<file path="src/rtl/writeback_queue.sv">
// Writeback queue: merges load and ALU results into one ordered register-bank write stream.
// Loads win arbitration; the bank is written from the head entry whenever wb_hold is low.
module writeback_queue #(
  parameter int DEPTH = 4
) (
  input  logic        clk,
  input  logic        rst_n,
  input  logic        alu_valid,
  input  logic [2:0]  alu_rd,
  input  logic [15:0] alu_data,
  output logic        alu_ready,
  input  logic        mem_valid,
  input  logic [2:0]  mem_rd,
  input  logic [15:0] mem_data,
  output logic        mem_ready,
  input  logic        wb_hold,
  output logic [2:0]  rd,
  output logic [15:0] Datain,
  output logic        registerLoad,
  output logic [7:0]  busy_mask,
  output logic [3:0]  count
);

  localparam int DATA_W = 16;
  localparam int RD_W   = 3;
  localparam int PTR_W  = $clog2(DEPTH);

  logic [RD_W-1:0]   slot_rd   [DEPTH];
  logic [DATA_W-1:0] slot_data [DEPTH];
  logic [DEPTH-1:0]  slot_vld;
  logic [PTR_W-1:0]  wr_ptr;
  logic [PTR_W-1:0]  rd_ptr;

  logic              not_full;
  logic              not_empty;
  logic              push_mem;
  logic              push_alu;
  logic              push;
  logic              pop;
  logic [RD_W-1:0]   push_rd;
  logic [DATA_W-1:0] push_data;

  function automatic logic [PTR_W-1:0] next_ptr(input logic [PTR_W-1:0] p);
    if (p == PTR_W'(DEPTH - 1)) next_ptr = '0;
    else                        next_ptr = p + 1'b1;
  endfunction

  // Readies are a function of occupancy and mem_valid only, forced low in reset.
  assign not_full  = (count < 4'(DEPTH));
  assign not_empty = (count != 4'd0);
  assign mem_ready = rst_n & not_full;
  assign alu_ready = rst_n & not_full & ~mem_valid;

  assign push_mem  = mem_valid & mem_ready;
  assign push_alu  = alu_valid & alu_ready;
  assign push      = push_mem | push_alu;
  assign push_rd   = push_mem ? mem_rd   : alu_rd;
  assign push_data = push_mem ? mem_data : alu_data;

  assign registerLoad = not_empty & ~wb_hold;
  assign pop          = registerLoad;
  assign rd           = not_empty ? slot_rd[rd_ptr]   : '0;
  assign Datain       = not_empty ? slot_data[rd_ptr] : '0;

  always_comb begin
    busy_mask = '0;
    for (int i = 0; i < DEPTH; i++) begin
      if (slot_vld[i]) busy_mask[slot_rd[i]] = 1'b1;
    end
  end

  always_ff @(posedge clk or negedge rst_n) begin
    if (!rst_n) begin
      wr_ptr   <= '0;
      rd_ptr   <= '0;
      count    <= '0;
      slot_vld <= '0;
    end else begin
      // Push and pop never target the same slot: empty blocks pop, full blocks push.
      if (pop) begin
        rd_ptr           <= next_ptr(rd_ptr);
        slot_vld[rd_ptr] <= 1'b0;
      end
      if (push) begin
        wr_ptr           <= next_ptr(wr_ptr);
        slot_vld[wr_ptr] <= 1'b1;
      end
      case ({push, pop})
        2'b10:   count <= count + 4'd1;
        2'b01:   count <= count - 4'd1;
        default: count <= count;
      endcase
    end
  end

  // Payload storage carries no reset; slot_vld and count qualify every read.
  always_ff @(posedge clk) begin
    if (push) begin
      slot_rd[wr_ptr]   <= push_rd;
      slot_data[wr_ptr] <= push_data;
    end
  end

endmodule

</file>
<file path="config.mk">
export PLATFORM = sky130hd
export DESIGN_NAME = writeback_queue
export DESIGN_NICKNAME = d
export VERILOG_FILES = /design/src/rtl/writeback_queue.sv
export SDC_FILE = /design/constraint.sdc
export NUM_CORES = 1
export LEC_CHECK = 0
export ABC_AREA = 0
export ABC_CLOCK_PERIOD_IN_PS = 4300
export CAP_MARGIN = 0
export CORE_MARGIN = 3
export CORE_UTILIZATION = 57
export DETAILED_ROUTE_END_ITERATION = 6
export GPL_ROUTABILITY_DRIVEN = 0
export PLACE_DENSITY = 0.85
export SKIP_LAST_GASP = 1
export SYNTH_ARGS = -nofsm -noshare
export SYNTH_HDL_FRONTEND = slang
export SYNTH_SLANG_ARGS = --single-unit
</file>
<file path="constraint.sdc">
create_clock -name clk -period 4.3 [get_ports clk]
set_input_delay 1.075 -clock clk [delete_from_list [all_inputs] [get_ports clk]]
set_output_delay 1.075 -clock clk [all_outputs]
set_load 0.05 [all_outputs]
</file>
# Yosys cells after proc, flatten, opt, wreduce, memory -nomap -nowiden
# Memories as Yosys holds them, arrays and structs flattened.
# Cells that the tools add are included.
# word_totals
ram_bits	76
regBits	12
latch_bits	0
in_bits	43
mem_count	2
out_inout_bits	34
romBits	0
elab_cells	76
# op_classes
div_mod_pow	0
eq_ne	4
mul	0
magnitude_cmp	13
reduce_logical	8
bitwise	14
n_shift	0
muxes	27
addsub	4
# memory_table
name	depth	word_bits	rd	rd_ports_with_merged_regs	write_ports	line	source
slot_data	4	16	1	0	1	29	logic [DATA_W-1:0] slot_data [DEPTH];
slot_rd	4	3	5	0	1	28	logic [RD_W-1:0] slot_rd [DEPTH];
# op_table
cell	n
2-to-1 mux 16 bit	2
2-to-1 mux 8 bit	4
bitwise OR 8 bit	3
less-than comparator 3 x 4 -> 1 bit (second input constant)	4
demux 1 bit (select 3 bit)	4
>= comparator 3 x 1 -> 1 bit (second input constant)	4
2-to-1 mux 1 bit	8
2-to-1 mux 4 bit	2
one-hot mux 4 bit (2 select lines)	1
equality test 2 bit (second input constant)	3
logical AND 1 bit	6
less-than comparator 2 x 3 -> 1 bit (second input constant)	2
2-to-1 mux 3 bit	2
AND 1 bit	5
adder 2 x 1 -> 2 bit (second input constant)	2
adder 4 x 1 -> 4 bit (second input constant)	1
AND 4 bit	1
demux 1 bit (select 2 bit)	2
>= comparator 2 x 1 -> 1 bit (second input constant)	2
less-than comparator 4 x 3 -> 1 bit (second input constant)	1
2-to-1 mux 2 bit	2
NOT 4 bit	1
bitwise OR 4 bit	1
nonzero test 4 bit	1
5 further kinds	6

# Depth between registers and ports, before layout
# Gate-level depths: netlist of run 1.
# logic_depth
ltp_word	11
ltp_mapped	11
ltp_nobuf	9

# Least setup slack after synthesis of run 1
# No wires, ideal clock.
# synth_timing
path_kind	in2out
from	in rst_n
to	out alu_ready
slack_ns	0.608
path_buffers	0
t_arrival_ns	2.617
path_stages	2
required_time_ns	3.225
path_cell_list	nor3b_2 -> nor2b_1
# synth_via
elab_chain_cells	2
# synth_lines
item	line	source
from (decl)	7	input logic rst_n,
AND 1 bit (2 in a row)	52	assign alu_ready = rst_n & not_full & ~mem_valid;
to (decl)	11	output logic alu_ready,
# No other way between the ends.

# Final worst setup path of run 1
# layout_timing
from	reg count[2]
to	out Datain[0]
# layout_via
elab_chain_cells	2
# layout_lines
item	line	source
from (decl)	21	output logic [3:0] count
from (signal assigned)	89	2'b10: count <= count + 4'd1;
from (signal assigned)	90	2'b01: count <= count - 4'd1;
from (signal assigned)	91	default: count <= count;
nonzero test 4 bit	50	assign not_empty = (count != 4'd0);
2-to-1 mux 16 bit	63	assign Datain = not_empty ? slot_data[rd_ptr] : '0;
to (decl)	18	output logic [15:0] Datain,
# No other way between the ends.

==> flow_metrics.tcl, run 1 <==
set metrics [dict create \
    comb_power_share 0.501 \
    regArea_sq_um 2582 \
    skew_ps 12.27 \
    finalNonFillerCells 442 \
    start_util 0.6073 \
    place_inst 426 \
    drt_wl_total_microns 8403 \
    worst_slew_pin_slew_ps 1021 \
    drv_slew 0 \
    reg2reg_depth 8 \
    wl_per_cell_microns 19.01 \
    hp-class "flop to flop" \
    coreArea_sq_um 7019 \
    max_freq_ghz 0.2566 \
    p_sw_frac 0.4151 \
    hpwl_microns 5809 \
    maxCapViolCount 0 \
    critPathLaunchType "flop" \
    tritoncts "done" \
    grt_pass1_wl_microns 13360 \
    drc 0 \
    multiInputGateArea_sq_um 1540 \
    fin_crit_ps 3896 \
    p_sw_w 0.001479 \
    async_flop_share 0.1364 \
    cts_setup_buffers 0 \
    worstReg2RegStart "count[2]" \
    crit_end "Datain[0]" \
    io_pins 77 \
    final_layout_size_suffix_gt1_frac 0.2081 \
    fill_cells 446 \
    synthTopCellsByArea "edfxtp_1 54%, mux4_2 10%, dfrtp_1 7.0%, and2_1 3.5%, mux2_4 3.5%" \
    antenna_found_initial 0 \
    synth_top_area_cell "edfxtp_1" \
    vias 2600 \
    ctsResizeCount 0 \
    syn_area_sq_um 4263 \
    yosysSeqAreaShare 0.6058 \
    power_w 0.003563 \
    vias_per_cell 5.882 \
    yosysMostFrequentCell "edfxtp_1" \
    syn_avg_cell_area_sq_um 16.40 \
    cts_root_buf "clkbuf_8" \
    synth_edf_count 76 \
    relSlewSlack 0.3194 \
    numClockSinks 88 \
    seq_power_share 0.339 \
    final_antenna_net_count 0 \
    worstSkewPairLatency_ps 350 \
    ctsHtreeMaxLevel 3 \
    tns_ps 0 \
    power_density_nw_per_um2 671.1 \
    synthFlopType "edfxtp_1" \
    rsz0062_at_grt "no" \
    crit_type "flop to primary output" \
    grt_max_degree 25 \
    die_w_microns 92.48 \
    p_int_w 0.002084 \
    setup.worst_path.start "count[2]" \
    outcome "finished clean" \
    nets 395 \
    synth_common_cells "76 x edfxtp_1, 24 x and2_1, 19 x mux4_2, 12 x dfrtp_1, 12 x mux2_2" \
    cp.required_ps 3220 \
    portBuffers 76 \
    end_kind "primary output" \
    ys_ff_latch 88 \
    power_leakage_nw 1.837 \
    hold_buffers 0 \
    syn_inst 260 \
    floorplan.die_area_sq_um 8553 \
    synth_top_cell_area_share 0.5354 \
    critical_path.max_fanout 24 \
    ys_types 45 \
    clk_pin_slew_ps 80 \
    track_usage 0.2061 \
    drtIter0Drc 113 \
    synth_warnings 0 \
    diodes 0 \
    numCtsBuffers 9 \
    rows 30 \
    reg2reg_slack_ps 1640 \
    die_h_microns 92.48 \
    ir_drop_mv 0.4197 \
    finalHoldViolCount 0 \
    finalSetupViolations 0 \
    gr-total-overflow 0 \
    first_pass_iters 5 \
    timing.rr.end "count[3]" \
    period_share 0.9062 \
    cp.arrival_ps 2820 \
    syn-num-nets 314 \
    power_frac_clock 0.160 \
    synthToLayoutAreaGrowth_pct 24.57 \
    clockBufferDepth 2 \
    grt_pass1_vias 2683 \
]
[logic make-up after synthesis]
group	count (synthesis)	share of synthesized area
compound gates	27	0.05371
xor+xnor	3	0.006165
fa+ha+maj	11	0.03229
buf+inv	21	0.03287
flops	88	0.6058
mux	42	0.1696
simple gates	68	0.09950
[critical path, cell delays in order (launching register included)]
cell and delay (ps):
dfrtp_1 480, or4_1 960, and2_1 310, clkdlybuf4s50_1 710
[stage by stage]
step                setup slack, ps  hold slack (ps)  cell area, sq um    util
floorplan                     608.4            472.3              4263       -
global placement              580.7            504.3              5106  0.7275
detailed placement            532.2            523.3              5106  0.7275
CTS                           350.7            547.3              5310  0.7565
global route                  294.2            563.3              5310  0.7565
finish                        403.5            548.7              5310  0.7565
[power by group through the flow]
stage / sequential [W] / clock, W / combinational [W]
after floorplan: 0.00122 / 0 / 0.00127
after global placement: 0.00122 / 0 / 0.00176
after detailed placement: 0.00123 / 0 / 0.00180
after CTS: 0.00121 / 0.000585 / 0.00180
after global routing: 0.00123 / 0.000614 / 0.00190
final: 0.00121 / 0.000571 / 0.00178
[sequential cells by signal (all words and copies together), names as in the netlist]
register   flops
slot_data     64
slot_rd       12
count          4
slot_vld       4
rd_ptr         2
wr_ptr         2
[metal layers]
metal / global-route usage / part of all wire / vias to the layer above
li1: - / - / 1181
met1: 0.2639 / 0.41 / 1283
met2: 0.3414 / 0.50 / 112
met3: 0.04549 / 0.069 / 24
met4: 0.08663 / 0.024 / 0
met5: 0 / 0 / -
[layout make-up]
| type | count | area share |
|---|---|---|
| repair buffers | 83 | 0.1569 |
| multi-input cells | 151 | 0.2901 |
| inverters | 8 | 0.005655 |
| flip-flops and latches | 88 | 0.4863 |
| clock buffers | 9 | 0.02333 |
| clock inverters | 7 | 0.01508 |
| well taps | 96 | 0.02262 |
[worst min-delay path by stage]
stage                            from          end  slack [ps]  cells past startpoint
after global placement    slot_vld[1]  slot_vld[1]         500                      1
after floorplan           slot_vld[1]  slot_vld[1]         470                      1
final                     slot_vld[0]  slot_vld[0]         550                      1
after global routing      slot_vld[1]  slot_vld[1]         560                      1
after CTS                 slot_vld[1]  slot_vld[1]         550                      1
after detailed placement  slot_vld[1]  slot_vld[1]         520                      1
[layout by cell type (no fill, tap or decap), drive strengths merged, types with 7 or more instances in the layout]
| cell | netlist | layout |
|---|---|---|
| mux4 | 19 | 19 |
| ha | 11 | 11 |
| clkdlybuf4s50 | 0 | 74 |
| buf | 10 | 9 |
| clkbuf | 3 | 9 |
| nand3 | 7 | 7 |
| dfrtp | 12 | 12 |
| edfxtp | 76 | 76 |
| inv | 8 | 10 |
| mux2 | 22 | 22 |
| and2 | 26 | 26 |
| nor2b | 8 | 8 |
No activity file was read; power rests on OpenSTA's default activity.
==> inputs of run 2 (changes only) <==
REMOVE_ABC_BUFFERS = 1   (was not set)
SETUP_SLACK_MARGIN = 0.2   (was not set)
SLEW_MARGIN = 20   (was not set)
==> flow_metrics.tcl, run 2 (synthesis gave the netlist of run 1 again) <==
set metrics [dict create \
    outcome "finished clean" \
    crit_type "flop to primary output" \
    tns_ps 0 \
    final_common_cell "edfxtp_1" \
    tritoncts "done" \
    wl_met2_microns 4830 \
    reg_top3 "slot_data x64, slot_rd x12" \
    final_layout_size_suffix_gt1_frac 0.2081 \
    numCtsBuffers 9 \
    hpwl_microns 6052 \
    layout_common_cells "76 x edfxtp_1, 74 x clkdlybuf4s50_1, 24 x and2_1" \
    reg2reg_slack_ps 1670 \
    critPathLaunchType "flop" \
    drv_slew 0 \
    antenna_found_initial 0 \
    hold_depth 1 \
    grt_pass1_wl_microns 13340 \
    max_freq_ghz 0.2549 \
    power_leakage_nw 1.816 \
    diodes 0 \
    timing.rr.end "count[3]" \
    gr-total-overflow 0 \
    coreArea_sq_um 7019 \
    critPathTopFamily "simple AND/OR/NAND/NOR gates" \
    die_w_microns 92.48 \
    cp.required_ps 3220 \
    largest_reg_flops 64 \
    finalSetupViolations 0 \
    power_density_nw_per_um2 665.5 \
    numClockSinks 88 \
    top_register "slot_data" \
    reg2reg_depth 8 \
    worstReg2RegStart "count[2]" \
    hold_buffers 0 \
    cp.arrival_ps 2850 \
    met1_length_microns 3279 \
    ctsResizeCount 0 \
    min_from "slot_vld[1]" \
    rows 30 \
    track_usage 0.2122 \
    worstSkewPairLatency_ps 360 \
    wl_per_cell_microns 19.79 \
    cp_num_buf_inv 1 \
    ctsHtreeMaxLevel 3 \
    first_pass_iters 4 \
    cts_setup_buffers 0 \
    place_area_sq_um 5094 \
    finalHoldViolCount 0 \
    maxCapViolCount 0 \
    io_pins 77 \
    vias 2576 \
    rsz0062_at_grt "no" \
    synthToLayoutAreaGrowth_pct 23.72 \
    drc 0 \
    portBuffers 76 \
    cts_root_buf "clkbuf_8" \
    period_share 0.9124 \
    skew_ps 10.16 \
    nets 395 \
    hp-class "flop to flop" \
    drtIter0Drc 119 \
    highest_layer "met4" \
    clk_pin_slew_ps 80 \
    ir_drop_mv 0.3253 \
    place_inst 426 \
    fin_area_sq_um 5274 \
    critical_path.max_fanout 24 \
    worst_slew_pin_slew_ps 1025 \
    grt_pass1_vias 2684 \
    finalNonFillerCells 442 \
    cpMaxStageDelayCell "or4_1" \
    holdPathEnd "slot_vld[1]" \
    grt_max_degree 25 \
    vias_per_cell 5.828 \
    cpPeakStageDelay_ps 970 \
    relSlewSlack 0.3167 \
    die_h_microns 92.48 \
    clockBufferDepth 2 \
    floorplan.die_area_sq_um 8553 \
    final_antenna_net_count 0 \
    end_kind "primary output" \
    drt_wl_total_microns 8749 \
    path_cells "or4_1, and2_1, clkdlybuf4s50_1" \
    start_util 0.6073 \
    fin_crit_ps 3923 \
    dr_wl_met3_microns 386 \
]
-- run 2: cell types whose count changed in the layout (fill, tap and decap cells not counted), sizes merged --
cell,change
clkbuf,+1
inv,+1
bufinv,-1
clkinvlp,+2
clkinv,-3
-- run 2: worst register-to-register path, cell delays in order, from the launching register on --
cell and delay (ps):
dfrtp_1 500, nor3b_2 320, o21a_1 160, buf_4 160, inv_1 70, ha_1 420, or4b_2 660, a21o_1 180
o221ai_1 80
-- run 2: report_power, final --
part / total [W] / leakage, nW / internal [W] / switching [W]
Combinational: 0.00178 / 0.897 / 0.000732 / 0.00105
Sequential: 0.00121 / 0.834 / 0.00107 / 0.000141
Clock: 0.000519 / 0.0854 / 0.000219 / 0.000300
Total: 0.00351 / 1.82 / 0.00202 / 0.00149
-- run 2: final cells by class --
cell class,count,area (sq um)
Clock buffer,10,127.6
Sequential cell,88,2582
Fill cell,440,1745
Clock inverter,6,52.55
Inverter,8,30.03
Tap cell,96,120.1
Multi-Input combinational cell,151,1540
Timing Repair Buffer,83,820.8
-- run 2: routing by layer --
metal	track usage	vias to the layer above
li1	-	1188
met1	0.2355	1280
met2	0.3849	90
met3	0.04630	18
met4	0.1015	0
met5	0	-
-- run 2: how the worst max path moves through the flow --
stage / end / startpoint / cells past startpoint / slack, ps
after floorplan: alu_ready / rst_n / 2 / 610
after global routing: Datain[11] / count[2] / 3 / 280
after global placement: registerLoad / wb_hold / 3 / 590
after detailed placement: registerLoad / wb_hold / 3 / 550
after CTS: Datain[3] / count[2] / 3 / 360
final: Datain[3] / count[2] / 3 / 380
-- run 2: per-stage QoR --
| step | hold slack, ps | worst slack (ps) | total power, W | util |
|---|---|---|---|---|
| after detailed placement | 512.3 | 548.6 | 0.003022 | 0.7257 |
| after global placement | 503.8 | 589.3 | 0.002965 | 0.7257 |
| after CTS | 531.5 | 359.4 | 0.003534 | 0.7513 |
| after floorplan | 472.5 | 608.4 | 0.002429 | - |
| final | 540.4 | 376.5 | 0.003510 | 0.7513 |
| after global routing | 547.5 | 277.7 | 0.003672 | 0.7513 |
